**src/rtl/pong_game_sequencer_if.sv**
```systemverilog
`default_nettype none
// ============================================================================
// Module      : pong_game_sequencer_if
// Description : Step request/acknowledge bus between the Pong game-flow
//               sequencer (master) and the ball/paddle/collision datapath
//               (slave). It also carries the ball recentre pulse and the
//               serve direction.
// Revision    : 1.0 - initial release
// ============================================================================
interface pong_game_sequencer_if;
  logic       step_req;
  logic [1:0] step_id;
  logic       step_done;
  logic       miss_left;
  logic       miss_right;
  logic       ball_reset;
  logic       serve_dir;

  modport master (
    output step_req, step_id, ball_reset, serve_dir,
    input  step_done, miss_left, miss_right
  );

  modport slave (
    input  step_req, step_id, ball_reset, serve_dir,
    output step_done, miss_left, miss_right
  );
endinterface
`default_nettype wire

```
**src/rtl/pong_game_sequencer.sv**
```systemverilog
`default_nettype none
// ============================================================================
// Module      : pong_game_sequencer
// Description : Pong match controller. It runs the IDLE/SERVE/PLAY/OVER flow
//               and divides frame pulses into game ticks. On each tick it
//               drives the datapath through an ordered request/acknowledge
//               step sequence. It also keeps the scores and picks the serve
//               direction.
//               Optional feature macro: PONG_PAUSE_EN (pause button support).
// Revision    : 1.0 - initial release
// ============================================================================
module pong_game_sequencer #(
  parameter int FRAME_DIV   = 2,
  parameter int WIN_SCORE   = 9,
  parameter int SERVE_DELAY = 60
) (
  input  logic                  clk,
  input  logic                  rst_n,
  input  logic                  frame_start,
  input  logic                  start_btn,
  input  logic                  pause_btn,
  pong_game_sequencer_if.master bus,
  output logic [1:0]            state,
  output logic [3:0]            score_p,
  output logic [3:0]            score_o,
  output logic                  overrun
);

  localparam logic [5:0] DIV_LAST   = 6'(FRAME_DIV - 1);
  localparam logic [3:0] WIN        = 4'(WIN_SCORE);
  localparam logic [7:0] SERVE_LOAD = 8'(SERVE_DELAY);

  typedef enum logic [1:0] {
    IDLE  = 2'd0,
    SERVE = 2'd1,
    PLAY  = 2'd2,
    OVER  = 2'd3
  } state_t;

  state_t     cur, nxt;
  logic       start_q;
  logic       tick;
  logic [5:0] frame_cnt;
  logic [7:0] serve_cnt;
  logic       full;          // in-flight sequence runs all three steps
  logic       entry;         // first cycle spent in SERVE
  logic       paused;

  logic active, start_rise, ack, last_ack, tick_ok, enter_serve;
  logic launch, match_start, point_p, point_o;

  assign active      = (cur == SERVE) || (cur == PLAY);
  assign start_rise  = start_btn && !start_q;
  assign ack         = bus.step_done && bus.step_req;
  assign last_ack    = ack && (!full || bus.step_id == 2'd2);
  assign tick_ok     = tick && active && !paused;
  assign enter_serve = (nxt == SERVE) && (cur != SERVE);
  assign state       = cur;

`ifdef PONG_PAUSE_EN
  logic pause_q;

  // Pause flag: toggled by a button edge during a match, cleared when the match stops or restarts
  always_ff @(posedge clk or negedge rst_n) begin
    if (!rst_n) begin
      pause_q <= 1'b0;
      paused  <= 1'b0;
    end else begin
      pause_q <= pause_btn;
      if (match_start || nxt == IDLE || nxt == OVER)
        paused <= 1'b0;
      else if (pause_btn && !pause_q && active)
        paused <= ~paused;
    end
  end
`else
  wire unused_pause_btn = pause_btn;
  assign paused = 1'b0;
`endif

  // Button edge reference copy
  always_ff @(posedge clk or negedge rst_n) begin
    if (!rst_n) start_q <= 1'b0;
    else        start_q <= start_btn;
  end

  // Frame divider: one-cycle tick every FRAME_DIV frames, only while a match is running
  always_ff @(posedge clk or negedge rst_n) begin
    if (!rst_n) begin
      frame_cnt <= 6'd0;
      tick      <= 1'b0;
    end else if (!active) begin
      frame_cnt <= 6'd0;
      tick      <= 1'b0;
    end else begin
      tick <= 1'b0;
      if (frame_start && !paused) begin
        if (frame_cnt == DIV_LAST) begin
          frame_cnt <= 6'd0;
          tick      <= 1'b1;
        end else begin
          frame_cnt <= frame_cnt + 6'd1;
        end
      end
    end
  end

  // Match state register
  always_ff @(posedge clk or negedge rst_n) begin
    if (!rst_n) cur <= IDLE;
    else        cur <= nxt;
  end

  // Next-state and control strobes; launches only happen with the bus idle
  always_comb begin
    nxt         = cur;
    launch      = 1'b0;
    match_start = 1'b0;
    point_p     = 1'b0;
    point_o     = 1'b0;
    case (cur)
      IDLE, OVER: begin
        if (start_rise) begin
          match_start = 1'b1;
          nxt         = SERVE;
        end
      end
      SERVE: begin
        if (tick_ok && !bus.step_req) begin
          launch = 1'b1;
          if (serve_cnt <= 8'd1) nxt = PLAY;
        end
      end
      PLAY: begin
        if (tick_ok && !bus.step_req) launch = 1'b1;
        if (ack && full && bus.step_id == 2'd2) begin
          if (bus.miss_left && !bus.miss_right) begin
            point_p = 1'b1;
            nxt     = (score_p + 4'd1 == WIN) ? OVER : SERVE;
          end else if (bus.miss_right && !bus.miss_left) begin
            point_o = 1'b1;
            nxt     = (score_o + 4'd1 == WIN) ? OVER : SERVE;
          end else if (bus.miss_left && bus.miss_right) begin
            nxt = SERVE;
          end
        end
      end
      default: nxt = IDLE;
    endcase
  end

  // Step sequencer: request held until acknowledged, id advances per acknowledge
  always_ff @(posedge clk or negedge rst_n) begin
    if (!rst_n) begin
      bus.step_req <= 1'b0;
      bus.step_id  <= 2'd0;
      full         <= 1'b0;
    end else if (launch) begin
      bus.step_req <= 1'b1;
      bus.step_id  <= 2'd0;
      full         <= (cur == PLAY);
    end else if (ack) begin
      if (last_ack) begin
        bus.step_req <= 1'b0;
        bus.step_id  <= 2'd0;
      end else begin
        bus.step_id  <= bus.step_id + 2'd1;
      end
    end
  end

  // Scores, serve direction and the sticky overrun flag
  always_ff @(posedge clk or negedge rst_n) begin
    if (!rst_n) begin
      score_p       <= 4'd0;
      score_o       <= 4'd0;
      bus.serve_dir <= 1'b1;
      overrun       <= 1'b0;
    end else if (match_start) begin
      score_p       <= 4'd0;
      score_o       <= 4'd0;
      bus.serve_dir <= 1'b1;
      overrun       <= 1'b0;
    end else begin
      if (tick_ok && bus.step_req) overrun <= 1'b1;
      if (point_p) begin
        if (score_p < WIN) score_p <= score_p + 4'd1;
        bus.serve_dir <= 1'b0;
      end
      if (point_o) begin
        if (score_o < WIN) score_o <= score_o + 4'd1;
        bus.serve_dir <= 1'b1;
      end
    end
  end

  // Serve countdown and the ball recentre pulse one cycle after entering SERVE
  always_ff @(posedge clk or negedge rst_n) begin
    if (!rst_n) begin
      serve_cnt      <= 8'd0;
      entry          <= 1'b0;
      bus.ball_reset <= 1'b0;
    end else begin
      entry          <= enter_serve;
      bus.ball_reset <= entry;
      if (enter_serve)
        serve_cnt <= SERVE_LOAD;
      else if (launch && cur == SERVE && serve_cnt != 8'd0)
        serve_cnt <= serve_cnt - 8'd1;
    end
  end

endmodule
`default_nettype wire
```
**src/flat_wrapper.sv**
```systemverilog
// flat-port wrapper written by rule: the top's interface ports become plain ports
module pong_game_sequencer_flat 
#(
  parameter int FRAME_DIV   = 2,
  parameter int WIN_SCORE   = 9,
  parameter int SERVE_DELAY = 60
)
  (clk, rst_n, frame_start, start_btn, pause_btn, state, score_p, score_o, overrun, bus_step_req, bus_step_id, bus_ball_reset, bus_serve_dir, bus_step_done, bus_miss_left, bus_miss_right);
  pong_game_sequencer_if bus_i ();
  input  logic clk;
  input  logic rst_n;
  input  logic frame_start;
  input  logic start_btn;
  input  logic pause_btn;
  output logic [1:0] state;
  output logic [3:0] score_p;
  output logic [3:0] score_o;
  output logic overrun;
  output wire logic [$bits(bus_i.step_req)-1:0] bus_step_req;
  output wire logic [$bits(bus_i.step_id)-1:0] bus_step_id;
  output wire logic [$bits(bus_i.ball_reset)-1:0] bus_ball_reset;
  output wire logic [$bits(bus_i.serve_dir)-1:0] bus_serve_dir;
  input wire logic [$bits(bus_i.step_done)-1:0] bus_step_done;
  input wire logic [$bits(bus_i.miss_left)-1:0] bus_miss_left;
  input wire logic [$bits(bus_i.miss_right)-1:0] bus_miss_right;
  assign bus_step_req = bus_i.step_req;
  assign bus_step_id = bus_i.step_id;
  assign bus_ball_reset = bus_i.ball_reset;
  assign bus_serve_dir = bus_i.serve_dir;
  assign bus_i.step_done = bus_step_done;
  assign bus_i.miss_left = bus_miss_left;
  assign bus_i.miss_right = bus_miss_right;
  pong_game_sequencer #(.FRAME_DIV(FRAME_DIV), .WIN_SCORE(WIN_SCORE), .SERVE_DELAY(SERVE_DELAY)) u_core (.clk(clk), .rst_n(rst_n), .frame_start(frame_start), .start_btn(start_btn), .pause_btn(pause_btn), .bus(bus_i), .state(state), .score_p(score_p), .score_o(score_o), .overrun(overrun));
endmodule
```
**config.mk**
```make
export PLATFORM = sky130hd
export DESIGN_NAME = pong_game_sequencer_flat
export DESIGN_NICKNAME = d
export VERILOG_FILES = /design/src/rtl/pong_game_sequencer_if.sv /design/src/rtl/pong_game_sequencer.sv /design/src/flat_wrapper.sv
export SDC_FILE = /design/constraint.sdc
export NUM_CORES = 1
export LEC_CHECK = 0
export BUFFER_PORTS_ARGS = -buffer_cell sky130_fd_sc_hd__buf_4
export CAP_MARGIN = 40
export CORE_UTILIZATION = 50
export CTS_CLUSTER_SIZE = 24
export DETAILED_ROUTE_END_ITERATION = 8
export PLACE_DENSITY_LB_ADDON = 0.12
export SYNTH_ARGS = -nofsm -noshare
export SYNTH_HDL_FRONTEND = slang
export SYNTH_SLANG_ARGS = --single-unit
```
**constraint.sdc**
```tcl
create_clock -name clk -period 3 [get_ports clk]
set_clock_uncertainty 0.15 [all_clocks]
set_input_delay 0.3 -clock clk [delete_from_list [all_inputs] [get_ports clk]]
set_output_delay 0.3 -clock clk [all_outputs]
set_load 0.1 [all_outputs]
```
==> impl_metrics.yaml <==
run_status:
  status: "finished, final reports clean"
finish:
  fillCellCount: 311
  final_layout_size_suffix_gt1_share_pct: 18.50
  layout_common_cells: "dfrtp_1, buf_4, nor2_1, a21oi_1, inv_1"
  final_common_cell: "dfrtp_1"
  final_nets: 247
  syn2layout_area_growth_pct: 17.18
  num_antenna_cells: 0
floorplanning:
  rows: 22
  start_util_pct: 53.31
  dieWidth_um: 65.18
  io_pins: 24
  fp.dieH_um: 65.18
  core_area_mm2: 0.003744
  dieArea_mm2: 0.004248
clocking:
  cts.path.max_buffers: 2
  cts.clk_slew.worst_paths_ps: 70
  cts_tree: "built"
  clk_latency_ps: 290
  cts_buffers: 5
  cts_root_buf: "clkbuf_8"
  clock-sinks: 34
  htreeDepth: 2
  cts.repair.resized: 0
power:
  total_leakage_power_uw: 0.001031
  power_density_mw_per_mm2: 619.3
  ir_worst_vdd_v: 0.0004136
timing:
  worstMarginPinSlew_ps: 468.1
  final.period_utilization_pct: 85.15
  rsz0062_at_grt: "no"
  setup_viol: 0
  fmax_mhz: 391.5
  slew_headroom_pct: 68.80
  timing.setup.tns_ps: 0
  holdWs_ps: 164.3
  finalHoldViolations: 0
  fin_crit_ps: 2555
  slew_viol_final: 0
global_route:
  antenna_found_initial: 0
  grt_max_degree: 35
  grt_pass1_vias: 1571
  grt_pass1_wl_um: 6741
  gr-usage-all-layers_pct: 20.62
  grt_overflow: 0
setup_path:
  critical_path_class: "reg -> reg"
  regToRegSetupSlack_ps: 450
  worstPathRequired_ps: 3010
  cp-end-kind: "register"
  crit_fanout: 15
  arrival_ps: 2560
  start_kind: "register"
drt:
  post_drt_wl_per_cell_um: 14.21
  finalWirelength_um: 3908
  num_vias: 1542
  viasPerCell: 5.607
  ant_nets: 0
  drc: 0
  drtPass1Iterations: 4
  dr.first_iter.drc_count: 84
synth:
  synth_edf_count: 0
  synth_warnings: 0
  synth_ff_type: "dfrtp_1"
  syn_nets: 219
  synth_cell_type_count: 49
  seq_area_frac_synth_pct: 42.70
  syn_area_mm2: 0.001996
  synthArstFlopShare_pct: 100.0
  avgSynthCellArea_um2: 10.08
  synth-seq-cells: 34
  synthCells: 198
place:
  dpl.hpwl_um: 2845
  place_congestion: 0.8350
  io_buffers: 22
flow_run:
  cap_violations: 0
worst_hold_path:
  hp-class: "in -> reg"
## per-layer routing
layer  part of all wire (%)  vias up  global-route usage (%)
met2                     50       31                   37.63
li1                       -      759                       -
met1                     44      747                   23.15
met4                    1.3        0                   7.337
met3                    4.0        5                   4.861
met5                      0        -                       0
## final cells by class
type	instances	area, um^2	share of cell area (%)
Timing Repair Buffer	25	192.7	8.240
Clock buffer	7	76.32	3.264
Tap cell	48	60.06	2.568
Multi-Input combinational cell	145	1069	45.69
Inverter	15	58.81	2.515
Sequential cell	34	852.1	36.44
Clock inverter	1	30.03	1.284
## cells in the mapped netlist, types with 2 or more instances
cell type,count,area [um^2]
dfrtp_1,33,825.8
nor2_1,20,75.07
a21oi_1,15,75.07
inv_1,14,52.55
ha_1,13,162.7
nand2_1,10,37.54
nand2b_1,8,50.05
xnor2_1,8,70.07
mux2i_1,7,70.07
nor3_1,7,35.03
o21ai_1,6,30.03
nand3_1,4,20.02
xor2_1,4,35.03
clkbuf_1,3,11.26
nand3b_1,3,22.52
nand4_1,3,18.77
nor4_1,3,18.77
a21o_1,2,15.01
a31oi_1,2,12.51
a41oi_1,2,17.52
and4b_1,2,20.02
o21ai_0,2,10.01
## where the power goes
group	total, uW	leakage [uW]	internal [uW]	switching [uW]
clock network	412	0.0000524	249	164
logic	483	0.000536	117	366
registers	553	0.000442	510	42.2
total	1450	0.00103	876	572
## final timing paths
check / start / to / cells past startpoint
max: u_core.state[1] / u_core.serve_cnt[3] / 7
min: bus_step_done / u_core.bus.step_req / 3
max reg2reg: u_core.state[1] / u_core.serve_cnt[3] / 7
min reg2reg: u_core.entry / u_core.bus.ball_reset / 0
max in group asynchronous: rst_n / u_core.bus.serve_dir / 2
min in group asynchronous: rst_n / u_core.score_o[3] / 2
## stage by stage
stage / utilization [%] / area (um^2) / total power (uW) / setup slack, ps / std cells
6_report: 62.47 / 2338 / 1448 / 445.4 / 275
5_1_grt: 62.47 / 2338 / 1519 / 287.7 / 275
4_1_cts: 62.47 / 2338 / 1457 / 437.0 / 275
3_5_place_dp: 59.09 / 2212 / 1042 / 458.6 / 265
3_3_place_gp: 59.09 / 2212 / 1026 / 511.2 / 265
2_1_floorplan: - / 1996 / 930.8 / 64.35 / 198
## logic make-up after synthesis
| family | after synthesis | synth area share [%] |
|---|---|---|
| and+or+nand+nor | 71 | 20.94 |
| AOI/OAI and AO/OA | 41 | 15.11 |
| DFF | 34 | 42.70 |
| buffers and inverters | 19 | 3.762 |
| adders and majority gates | 13 | 8.151 |
| xor gates and xnor gates | 12 | 5.266 |
| muxes | 8 | 4.075 |
## critical path, cell delays in order (launching register included)
cell,delay (ps)
dfrtp_1,460
ha_1,500
nor3b_4,330
o2111a_2,280
a221oi_2,80
a311o_4,440
inv_4,100
o21ai_1,90
## sequential cells by signal, indices dropped and copies added (netlist names), 2 cells and up
name,count
u_core.state,2
u_core.frame_cnt,6
u_core.score_o,4
u_core.bus.step_id,2
u_core.score_p,4
u_core.serve_cnt,8
## timing repair
action | 4_1_cts | 5_1_grt
hold buffers | 2 | 0
buffers inserted | 0 | 0
endpoints found under the hold margin | 34 | 0
No activity file was read; power rests on OpenSTA's default activity.
